### config.mk
export PLATFORM = sky130hd
export DESIGN_NAME = moore_pattern_tx
export DESIGN_NICKNAME = d
export VERILOG_FILES = /design/src/rtl/moore_pattern_tx.sv
export SDC_FILE = /design/constraint.sdc
export NUM_CORES = 1
export LEC_CHECK = 0
export CORE_UTILIZATION = 52
export CTS_BUF_LIST = sky130_fd_sc_hd__clkbuf_4
export DETAILED_ROUTE_END_ITERATION = 10
export PLACE_DENSITY = 0.79
export SLEW_MARGIN = 10
export SYNTH_ARGS = -nofsm -noshare
export SYNTH_HDL_FRONTEND = slang
export SYNTH_SLANG_ARGS = --single-unit
### constraint.sdc
create_clock -name Clk -period 1.8 [get_ports Clk]
set_input_delay 0.27 -clock Clk [delete_from_list [all_inputs] [get_ports Clk]]
set_output_delay 0.27 -clock Clk [all_outputs]
set_load 0.01 [all_outputs]
### src/rtl/moore_pattern_tx.sv
// moore_pattern_tx
//   Moore-style serial pattern transmitter. A Start request seen in IDLE
//   captures a WIDTH-bit pattern and a repeat count. The pattern is then
//   shifted out MSB-first, one bit per clock, for Repeat+1 frames. An idle
//   gap of GAP_CYCLES clocks separates consecutive frames. All outputs are
//   decoded from registered state only.
//
//   Optional feature macro: MOORE_PATTERN_TX_PARITY_EN
//     When defined, each frame ends with an even-parity bit (the XOR of the
//     pattern bits), so a frame is WIDTH+1 bits long.
//     When undefined, a frame is WIDTH bits and no parity logic exists.
//
// Parameters
//   WIDTH       pattern length in bits (2..16)
//   GAP_CYCLES  idle cycles between frames (0..15); 0 = back-to-back
//
// Ports
//   Clk        clock, rising edge
//   Rst        synchronous active-high reset
//   Start      transfer request, sampled only in IDLE
//   Pattern    frame bits, captured when Start is accepted
//   Repeat     extra frames; total frames = Repeat+1
//   SerialOut  serial bit, 0 when not transmitting
//   BitValid   high while SerialOut carries a frame bit
//   Busy       high while shifting or in an inter-frame gap
//   Done       one-cycle pulse after the final bit of the final frame
module moore_pattern_tx #(
  parameter int WIDTH      = 4,
  parameter int GAP_CYCLES = 2
) (
  input  logic             Clk,
  input  logic             Rst,
  input  logic             Start,
  input  logic [WIDTH-1:0] Pattern,
  input  logic [3:0]       Repeat,
  output logic             SerialOut,
  output logic             BitValid,
  output logic             Busy,
  output logic             Done
);

`ifdef MOORE_PATTERN_TX_PARITY_EN
  localparam int FRAME_LEN = WIDTH + 1;
`else
  localparam int FRAME_LEN = WIDTH;
`endif

  localparam logic [4:0] BIT_LAST = 5'(FRAME_LEN - 1);
  localparam logic [3:0] GAP_LAST = 4'((GAP_CYCLES > 0) ? GAP_CYCLES - 1 : 0);

  localparam logic [1:0] S_IDLE  = 2'd0;
  localparam logic [1:0] S_SHIFT = 2'd1;
  localparam logic [1:0] S_GAP   = 2'd2;
  localparam logic [1:0] S_DONE  = 2'd3;

  // Full on-wire frame for a pattern. With parity enabled the parity bit
  // sits in the LSB, so it leaves the shifter last.
  function automatic logic [FRAME_LEN-1:0] frame_bits(input logic [WIDTH-1:0] p);
`ifdef MOORE_PATTERN_TX_PARITY_EN
    return {p, ^p};
`else
    return p;
`endif
  endfunction

  logic [1:0]           state_q, state_d;
  logic [FRAME_LEN-1:0] shift_q, shift_d;
  // Copy of the frame captured at acceptance. Repeated frames are reloaded
  // from this copy, so later changes on Pattern do not affect a transfer.
  logic [FRAME_LEN-1:0] frame_q, frame_d;
  logic [4:0]           bit_cnt_q, bit_cnt_d;
  logic [3:0]           gap_cnt_q, gap_cnt_d;
  logic [3:0]           frame_cnt_q, frame_cnt_d;

  always_comb begin
    state_d     = state_q;
    shift_d     = shift_q;
    frame_d     = frame_q;
    bit_cnt_d   = bit_cnt_q;
    gap_cnt_d   = gap_cnt_q;
    frame_cnt_d = frame_cnt_q;
    case (state_q)
      S_IDLE: begin
        if (Start) begin
          shift_d     = frame_bits(Pattern);
          frame_d     = frame_bits(Pattern);
          frame_cnt_d = Repeat;
          bit_cnt_d   = 5'd0;
          gap_cnt_d   = 4'd0;
          state_d     = S_SHIFT;
        end
      end
      S_SHIFT: begin
        shift_d   = {shift_q[FRAME_LEN-2:0], 1'b0};
        bit_cnt_d = bit_cnt_q + 5'd1;
        if (bit_cnt_q == BIT_LAST) begin
          bit_cnt_d = 5'd0;
          if (frame_cnt_q == 4'd0) begin
            state_d = S_DONE;
          end else begin
            frame_cnt_d = frame_cnt_q - 4'd1;
            shift_d     = frame_q;
            gap_cnt_d   = 4'd0;
            // With no gap the next frame's MSB follows directly.
            if (GAP_CYCLES > 0) state_d = S_GAP;
          end
        end
      end
      S_GAP: begin
        if (gap_cnt_q == GAP_LAST) begin
          gap_cnt_d = 4'd0;
          state_d   = S_SHIFT;
        end else begin
          gap_cnt_d = gap_cnt_q + 4'd1;
        end
      end
      S_DONE: begin
        // Start is deliberately not looked at here; a new request is
        // accepted only from IDLE.
        state_d = S_IDLE;
      end
      default: state_d = S_IDLE;
    endcase
  end

  always_ff @(posedge Clk) begin
    if (Rst) begin
      state_q     <= S_IDLE;
      shift_q     <= '0;
      frame_q     <= '0;
      bit_cnt_q   <= 5'd0;
      gap_cnt_q   <= 4'd0;
      frame_cnt_q <= 4'd0;
    end else begin
      state_q     <= state_d;
      shift_q     <= shift_d;
      frame_q     <= frame_d;
      bit_cnt_q   <= bit_cnt_d;
      gap_cnt_q   <= gap_cnt_d;
      frame_cnt_q <= frame_cnt_d;
    end
  end

  // Moore outputs: decoded from registered state and the shifter MSB.
  assign SerialOut = (state_q == S_SHIFT) && shift_q[FRAME_LEN-1];
  assign BitValid  = (state_q == S_SHIFT);
  assign Busy      = (state_q == S_SHIFT) || (state_q == S_GAP);
  assign Done      = (state_q == S_DONE);

endmodule

Word-level counts from Yosys, hierarchy flattened
Index checks and enable logic that the tools add are counted.
{"block": "word_totals", "input_bits": 11, "elab_cells": 50, "mem_bits_ro": 0, "ramBits": 0, "memories": 0, "latchBits": 0, "regBits": 23, "output_inout_bits": 4}
{"block": "op_classes", "div_mod_pow": 0, "n_shift": 0, "bitwise": 0, "reduce_logical": 11, "magnitude_cmp": 0, "mul": 0, "n_mux": 21, "n_eq_ne": 9, "n_addsub": 3}
{"op": "$mux W4", "n": 10}
{"op": "$pmux W4 S2", "n": 2}
{"op": "$pmux W4 S3", "n": 1}
{"op": "$mux W5", "n": 2}
{"op": "$pmux W5 S2", "n": 1}
{"op": "$pmux W2 S4", "n": 1}
{"op": "$reduce_and A4 Y1", "n": 2}
{"op": "$mux W2", "n": 3}
{"op": "$ne A2 B2 Y1 const B", "n": 3}
{"op": "$add A5 B1 Y5 const B", "n": 1}
{"op": "$eq A5 B2 Y1 const B", "n": 1}
{"op": "$add A4 B1 Y4 const B", "n": 1}
{"op": "$eq A2 B2 Y1 const B", "n": 2}
{"op": "$eq A4 B1 Y1 const B", "n": 1}
{"op": "$logic_not A4 Y1", "n": 1}
{"op": "$reduce_and A2 Y1", "n": 2}
{"op": "$sub A4 B1 Y4 const B", "n": 1}
{"op": "$reduce_and A3 Y1", "n": 1}
{"op": "$reduce_bool A3 Y1", "n": 1}
{"op": "$eq A2 B1 Y1 const B", "n": 1}
{"op": "$logic_not A2 Y1", "n": 1}
{"op": "$ne A2 B1 Y1 const B", "n": 1}
{"op": "$reduce_bool A2 Y1", "n": 1}
{"op": "$logic_and A1 B1 Y1", "n": 1}
{"op": "other kinds (2)", "n": 2}

Longest topological paths before layout
Gate-level depths: netlist (run 1).
{"block": "logic_depth", "word_depth": 4, "depth_mapped": 8}

Least setup slack after synthesis (run 1)
OpenSTA, ideal clock, no wires.
{"block": "synth_timing", "path_type": "register -> register", "from": "register state_q[1]", "to": "register gap_cnt_q[0]", "arrival_time_ns": 1.878, "path_buffers": 1, "stages_incl_launch_ff": 8, "setup_slack_ns": -0.149, "path_cell_list": "dfxtp_1 -> inv_1 -> ha_1 -> clkbuf_1 -> and4bb_2 -> or2_2 -> or3_1 -> a21oi_1"}
{"block": "synth_via", "elab_chain_len": 3}
{"item": "from (decl)", "line_no": "66", "text": "logic [1:0] state_q, state_d;"}
{"item": "from (signal assigned)", "line_no": "135", "text": "state_q <= state_d;"}
{"item": "$eq A2 B1 Y1 *"}
{"item": "net BitValid", "line_no": "37", "text": "output logic BitValid,"}
{"item": "$ne A2 B2 Y1 (no line), or another cell as far along"}
{"item": "$reduce_and A4 Y1 (no line)"}
{"item": "to (signal assigned)", "line_no": "139", "text": "gap_cnt_q <= gap_cnt_d;"}
{"item": "to (decl)", "line_no": "72", "text": "logic [3:0] gap_cnt_q, gap_cnt_d;"}
The timed path passes the listed nets; every way through them passes the cells marked *.
A chain may end at the register's enable or synchronous reset.

Final worst setup path (run 1)
{"block": "layout_timing", "from": "register bit_cnt_q[1]", "to": "register state_q[1]"}
{"block": "layout_via", "elab_chain_len": 3}
{"item": "from (decl)", "line_no": "71", "text": "logic [4:0] bit_cnt_q, bit_cnt_d;"}
{"item": "from (signal assigned)", "line_no": "138", "text": "bit_cnt_q <= bit_cnt_d;"}
{"item": "$eq A5 B2 Y1", "line_no": "96", "text": "if (bit_cnt_q == BIT_LAST) begin"}
{"item": "$ne A2 B1 Y1 (no line)"}
{"item": "$reduce_and A3 Y1 (no line)"}
No other way between the ends.

==> results.py, run 1 <==
metrics = {
    "synthesis": {
        "synth-edff-count": 0,
        "ys_ff_latch": 23,
        "synth_fa_ha_area_frac": 0.0642,
        "synth-compound-area-share": 0.220,
        "yosys_most_used_dff": "dfxtp_1",
        "synth.top_cells.by_count": "dfxtp_1 (23), nand2_1 (16), nor2_1 (15), a21oi_1 (14), nand3_1 (14)",
        "synth_top_family_by_area": "simple AND/OR/NAND/NOR gates",
        "syn_nets": 184,
        "yosys_warnings": 0,
        "netlist_area_sq_mm": 0.00136,
        "synth.mux.area_fraction": 0.0523,
        "yosysUniqueCellTypes": 39,
        "synth_cells": 166,
        "ys_seq_area_frac": 0.338,
        "async_flop_share": 0,
        "yosys.area_share.simple": 0.272,
        "synth_most_common_cell": "dfxtp_1",
        "synth_top_area_cell": "dfxtp_1",
        "synth.avg_cell_area_sq_um": 8.22,
        "synthTopCellsByArea": "dfxtp_1 (34%), ha_1 (6.4%), a21oi_1 (5.1%)",
        "synth_xor_area_frac": 0,
        "synth_top_cell_area_share": 0.338,
    },
    "sta": {
        "rsz0062_at_grt": "true",
        "final_hold_viol_count": 0,
        "skew_ps": 7.81,
        "min_period_over_period": 1.00,
        "final-setup-viol-count": 2,
        "tightest_slew_ps": 383,
        "tns_ps": -5.76,
        "fin_ws_ps": -3.29,
        "slew_headroom": 0.742,
        "whs_ps": 473,
        "period_needed_ps": 1800,
        "slew_violations": 0,
        "fmax_mhz": 555,
    },
    "critical_path": {
        "r2r_slack_ps": -3,
        "r2r_cells": 5,
        "critPathTopFamily": "simple AND/OR/NAND/NOR gates",
        "cpPeakStageDelay_ps": 530,
        "reg2reg_from": "bit_cnt_q[1]$_SDFFE_PP0P_",
        "cp_data_arrival_time_ps": 2040,
        "crit_required_ps": 2030,
        "critPathSlowestCell": "or4b_4",
        "critical_path_class": "reg2reg",
        "crit_buf_inv": 0,
        "cp_cell_sequence": "ha_4, or4b_4, a221oi_4, mux2i_1, nor2_1",
        "reg2reg_to": "state_q[1]$_SDFFE_PP0P_",
        "cp-end-kind": "register",
        "worstSetupStartpointType": "register",
        "crit_fanout": 5,
    },
    "clocking": {
        "clock_sinks": 23,
        "h-tree-depth": 1,
        "cts_tree": "yes",
        "numCtsBuffers": 3,
        "clk_path_buf_depth": 2,
        "clk_latency_ps": 330,
        "ctsHoldBuffers": 0,
        "path_clk_slew_ps": 130,
        "clock-root-buffer": "clkbuf_4",
    },
    "final_layout": {
        "num_antenna_cells": 0,
        "drive_gt1_frac": 0.250,
        "fin_nets": 223,
        "final_cells": 234,
        "syn2layout_area_growth_pct": 30.4,
    },
    "worst_hold_path": {
        "holdCritPathClass": "reg2reg",
        "whs_path_depth": 2,
        "hold_path_end": "frame_q[0]$_SDFFE_PP0P_",
        "holdCritStartpoint": "frame_q[0]$_SDFFE_PP0P_",
    },
    "run_status": {
        "violations": "negative setup slack",
        "outcome": "complete, but fails checks",
    },
    "drt": {
        "vias_per_cell": 6.05,
        "wl_met2_microns": 1750,
        "wl_per_cell_microns": 15.6,
        "drtPass1Iterations": 4,
        "drt-total-wl_microns": 3660,
        "num_vias": 1416,
        "drtIter0Drc": 55,
        "drtAntennaViolNets": 0,
        "post-route-drc-count": 0,
        "routed.top_layer": "met4",
        "wl_met3_microns": 263,
        "wl_met1_microns": 1520,
    },
    "pwr": {
        "ir_drop_uv": 1260,
        "p_leak_uw": 0.000719,
        "power_uw": 2730,
        "p_per_area_mw_per_mm2": 1530,
    },
    "die": {
        "die_w_microns": 53.2,
        "die_area_sq_mm": 0.00283,
        "core_area_sq_mm": 0.00248,
        "die_y_microns": 53.2,
        "initial_core_util": 0.551,
        "io-pin-count": 15,
        "rows": 18,
    },
    "grt": {
        "track_usage": 0.300,
        "grt_max_degree": 14,
        "antenna_found_initial": 0,
        "grt_first_pass_wirelength_microns": 6000,
        "first_global_vias": 1362,
        "overflow": 0,
    },
    "placement": {
        "port-buffer-count": 14,
        "place_worst_setup_slack_ps": -23.0,
        "dp.cells": 224,
        "dpl.hpwl_microns": 2520,
        "gp_congestion": 0.848,
    },
    "job": {
        "cap_violations": 0,
    },
}
[state kept, by name (all words and copies together), names as in the netlist]
register,cells
bit_cnt_q,5
frame_cnt_q,4
frame_q,4
gap_cnt_q,4
shift_q,4
state_q,2
[per-layer routing]
layer | vias up | GRT usage
li1 | 681 | -
met1 | 663 | 0.347
met2 | 59 | 0.502
met3 | 13 | 0.0661
met4 | 0 | 0.167
met5 | - | 0
[worst min-delay path, stage by stage, from the launching register on]
cell	delay [ps]
dfxtp_1	340
nand2_1	50
a21oi_1	50
[stage by stage]
step / utilization / area [sq um]
5_1_grt: 0.718 / 1780
3_5_place_dp: 0.676 / 1670
2_1_floorplan: - / 1380
3_3_place_gp: 0.676 / 1670
6_report: 0.718 / 1780
4_1_cts: 0.712 / 1760
[cells by family after synthesis]
family,Yosys count
flip-flops,23
multiplexers,7
AO/OA/AOI/OAI,41
AND/OR/NAND/NOR,71
adder cells (fa/ha/maj),7
buffers and inverters,17
[what timing repair did]
action,CTS,global route
endpoints found under the setup margin,11,8
pin swaps,3,5
resized for setup,9,3
cloned,1,0
endpoints found under the hold margin,0,0
buffers inserted,4,1
[cells in the final DEF, fill, tap and decap left out, drive strengths merged, types with 3 or more instances in the layout]
cell	synthesis	final
nand2	16	16
clkbuf	5	3
a32o	4	4
nand3	14	14
mux2i	6	6
or4b	2	3
nor3	7	7
buf	3	27
ha	7	7
o21ai	12	12
a21oi	15	15
inv	9	9
nor2	15	15
dfxtp	23	23
dlygate4sd2	0	3
clkdlybuf4s50	0	11
[area by class of cell]
cell class | count | area [sq um]
tap | 30 | 37.5
timing repair buffer | 41 | 339
fill | 196 | 699
clock buffer | 3 | 22.5
inverter | 9 | 33.8
clock inverter | 1 | 5.00
sequential | 23 | 468
multi-input combinational | 127 | 872
[worst max path at each step]
| stage | from | end | slack (ps) | cells past startpoint |
|---|---|---|---|---|
| 2_1_floorplan | state_q[1]$_SDFFE_PP0P_ | gap_cnt_q[0]$_SDFFE_PP0P_ | -30 | 7 |
| 3_3_place_gp | bit_cnt_q[1]$_SDFFE_PP0P_ | state_q[1]$_SDFFE_PP0P_ | 20 | 5 |
| 3_5_place_dp | bit_cnt_q[1]$_SDFFE_PP0P_ | shift_q[1]$_SDFFE_PP0P_ | -20 | 4 |
| 4_1_cts | bit_cnt_q[1]$_SDFFE_PP0P_ | shift_q[2]$_SDFFE_PP0P_ | 7 | 4 |
| 5_1_grt | bit_cnt_q[1]$_SDFFE_PP0P_ | state_q[1]$_SDFFE_PP0P_ | -100 | 5 |
| 6_report | bit_cnt_q[1]$_SDFFE_PP0P_ | state_q[1]$_SDFFE_PP0P_ | -3 | 5 |
[power breakdown]
part           total (uW)  leakage [uW]  switching (uW)  internal [uW]
Clock                 255     0.0000177             171           83.7
Combinational        1740      0.000512             902            837
Sequential            734      0.000190            99.2            635
Total                2730      0.000719            1170           1560
Note: power is estimated with default switching activity, not from simulation.
==> inputs of run 2 (changes only) <==
Settings changed: CAP_MARGIN from default to 10, CORE_ASPECT_RATIO from default to 1.2.
Clock period 1.8 ns to 1.6 ns, I/O delays scaled along.
==> run 2 against run 1 <==
  * The flow still finishes with violations (negative setup slack)
  * First-iteration DRC count up 49%
  * Count of clock-buffer cells in the layout rose by 1
  * Utilization grew 12 points
  * Highest routed layer unchanged
  * Global-route usage down 1.8 points
  * Sequential power up 10%
  * Largest cell class unchanged
  * Critical endpoint unchanged
  * Critical path type unchanged
  * Critical path depth unchanged
  * Non-clock buffer count grew 13
==> results.py, run 2 (same netlist as run 1, synthesis figures left out) <==
metrics = {
    "run_status": {
        "outcome": "complete, but fails checks",
        "violations": "negative setup slack",
    },
    "grt": {
        "grt_max_degree": 14,
        "grt_first_pass_wirelength_microns": 6200,
        "first_global_vias": 1415,
        "antenna_found_initial": 0,
        "track_usage": 0.281,
        "overflow": 0,
    },
    "placement": {
        "dpl.hpwl_microns": 2680,
        "dp.cells": 240,
        "port-buffer-count": 14,
        "gp_congestion": 0.885,
    },
    "clocking": {
        "ctsHoldBuffers": 0,
        "clk_latency_ps": 310,
        "clock-root-buffer": "clkbuf_4",
        "clk_path_buf_depth": 2,
        "path_clk_slew_ps": 130,
        "h-tree-depth": 1,
        "numCtsBuffers": 3,
        "clock_sinks": 23,
        "cts_tree": "yes",
    },
    "die": {
        "io-pin-count": 15,
        "initial_core_util": 0.574,
        "die_y_microns": 58.1,
        "die_w_microns": 48.8,
        "rows": 19,
        "die_area_sq_mm": 0.00283,
        "core_area_sq_mm": 0.00238,
    },
    "worst_hold_path": {
        "holdCritPathClass": "reg2reg",
    },
    "drt": {
        "vias_per_cell": 6.10,
        "drtAntennaViolNets": 0,
        "drtIter0Drc": 82,
        "post-route-drc-count": 0,
        "num_vias": 1514,
        "drtPass1Iterations": 4,
        "drt-total-wl_microns": 4060,
        "wl_per_cell_microns": 16.4,
    },
    "sta": {
        "period_needed_ps": 1780,
        "rsz0062_at_grt": "true",
        "final_hold_viol_count": 0,
        "min_period_over_period": 1.11,
        "slew_violations": 0,
        "slew_headroom": 0.762,
        "tns_ps": -1050,
        "fmax_mhz": 561,
        "fin_ws_ps": -183,
        "tightest_slew_ps": 352,
        "skew_ps": 8.65,
        "final-setup-viol-count": 10,
    },
    "final_layout": {
        "num_antenna_cells": 0,
        "final_cells": 248,
        "syn2layout_area_growth_pct": 46.2,
        "fin_nets": 236,
        "drive_gt1_frac": 0.359,
        "top_register": "bit_cnt_q",
        "final_common_cell": "buf_4",
        "largest_register_ffs": 5,
        "layout_common_cells": "buf_4 (36), dfxtp_1 (18), nand2_1 (16), nor2_1 (15), nand3_1 (13)",
    },
    "pwr": {
        "p_leak_uw": 0.000798,
        "p_per_area_mw_per_mm2": 1690,
        "ir_drop_uv": 1290,
    },
    "critical_path": {
        "crit_required_ps": 1820,
        "cp-end-kind": "register",
        "crit_fanout": 5,
        "cp_data_arrival_time_ps": 2000,
        "critical_path_class": "reg2reg",
        "worstSetupStartpointType": "register",
    },
    "job": {
        "cap_violations": 0,
    },
}
[run 2: cell types whose count changed in the layout (fill, tap and decap cells not counted), sizes merged]
cell	delta
clkdlybuf4s15	+4
inv	-1
buf	+13
clkinvlp	+1
clkbuf	+1
dlygate4sd2	-3
clkinv	-1
clkdlybuf4s50	-1
[run 2: worst paths after layout]
check                                                from                       to  slack (ps)  depth (start not counted)
worst max-delay path            bit_cnt_q[0]$_SDFFE_PP0P_  state_q[1]$_SDFFE_PP0P_        -180                          5
worst max register to register  bit_cnt_q[0]$_SDFFE_PP0P_  state_q[1]$_SDFFE_PP0P_        -180                          5
worst min register to register    frame_q[1]$_SDFFE_PP0P_  frame_q[1]$_SDFFE_PP0P_         470                          2
worst min-delay path              frame_q[1]$_SDFFE_PP0P_  frame_q[1]$_SDFFE_PP0P_         470                          2
[run 2: layout make-up]
class                      count  area (sq um)
clock buffer                   4          30.0
fill                         148           383
inverter                       9          37.5
multi-input combinational    127           963
sequential                    23           469
tap                           31          38.8
timing repair buffer          54           455
[run 2: worst max-delay path, cell delays in order, from the launching register on]
cell and delay, ps:
dfxtp_2 370, ha_4 140, or4b_4 520, a221oi_4 350, mux2i_1 260, nor2_1 50
[run 2: layer usage]
| metal | global-route usage | vias to the layer above | part of all wire | wire length [microns] |
|---|---|---|---|---|
| li1 | - | 712 | - | - |
| met1 | 0.312 | 729 | 0.39 | 1600 |
| met2 | 0.518 | 55 | 0.52 | 2110 |
| met3 | 0.0446 | 18 | 0.042 | 172 |
| met4 | 0.143 | 0 | 0.043 | 174 |
| met5 | 0 | - | 0 | 0 |
[run 2: power breakdown]
part / switching, uW / internal [uW] / total, uW / leakage, uW
Sequential: 92.2 / 716 / 808 / 0.000190
Combinational: 1140 / 1130 / 2270 / 0.000590
Clock: 179 / 114 / 293 / 0.0000184
Total: 1410 / 1960 / 3370 / 0.000798
[run 2: stage by stage]
step           power, uW   util  instance area (sq um)  hold slack [ps]  setup WS [ps]
6_report            3370  0.839                   1990              468           -183
5_1_grt             3580  0.839                   1990              493           -229
4_1_cts             3100  0.804                   1910              467           -152
3_5_place_dp        2810  0.773                   1840              449           -181
3_3_place_gp        2720  0.773                   1840              436           -100
2_1_floorplan       2030      -                   1440              387           -159
[run 2: repair_timing]
item / in CTS / in global routing
endpoints found under the setup margin: 17 / 22
hold endpoints to repair: 0 / 0
gates resized for setup: 13 / 20
pin swaps: 10 / 12
setup buffers: 1 / 2
gates cloned: 1 / 0
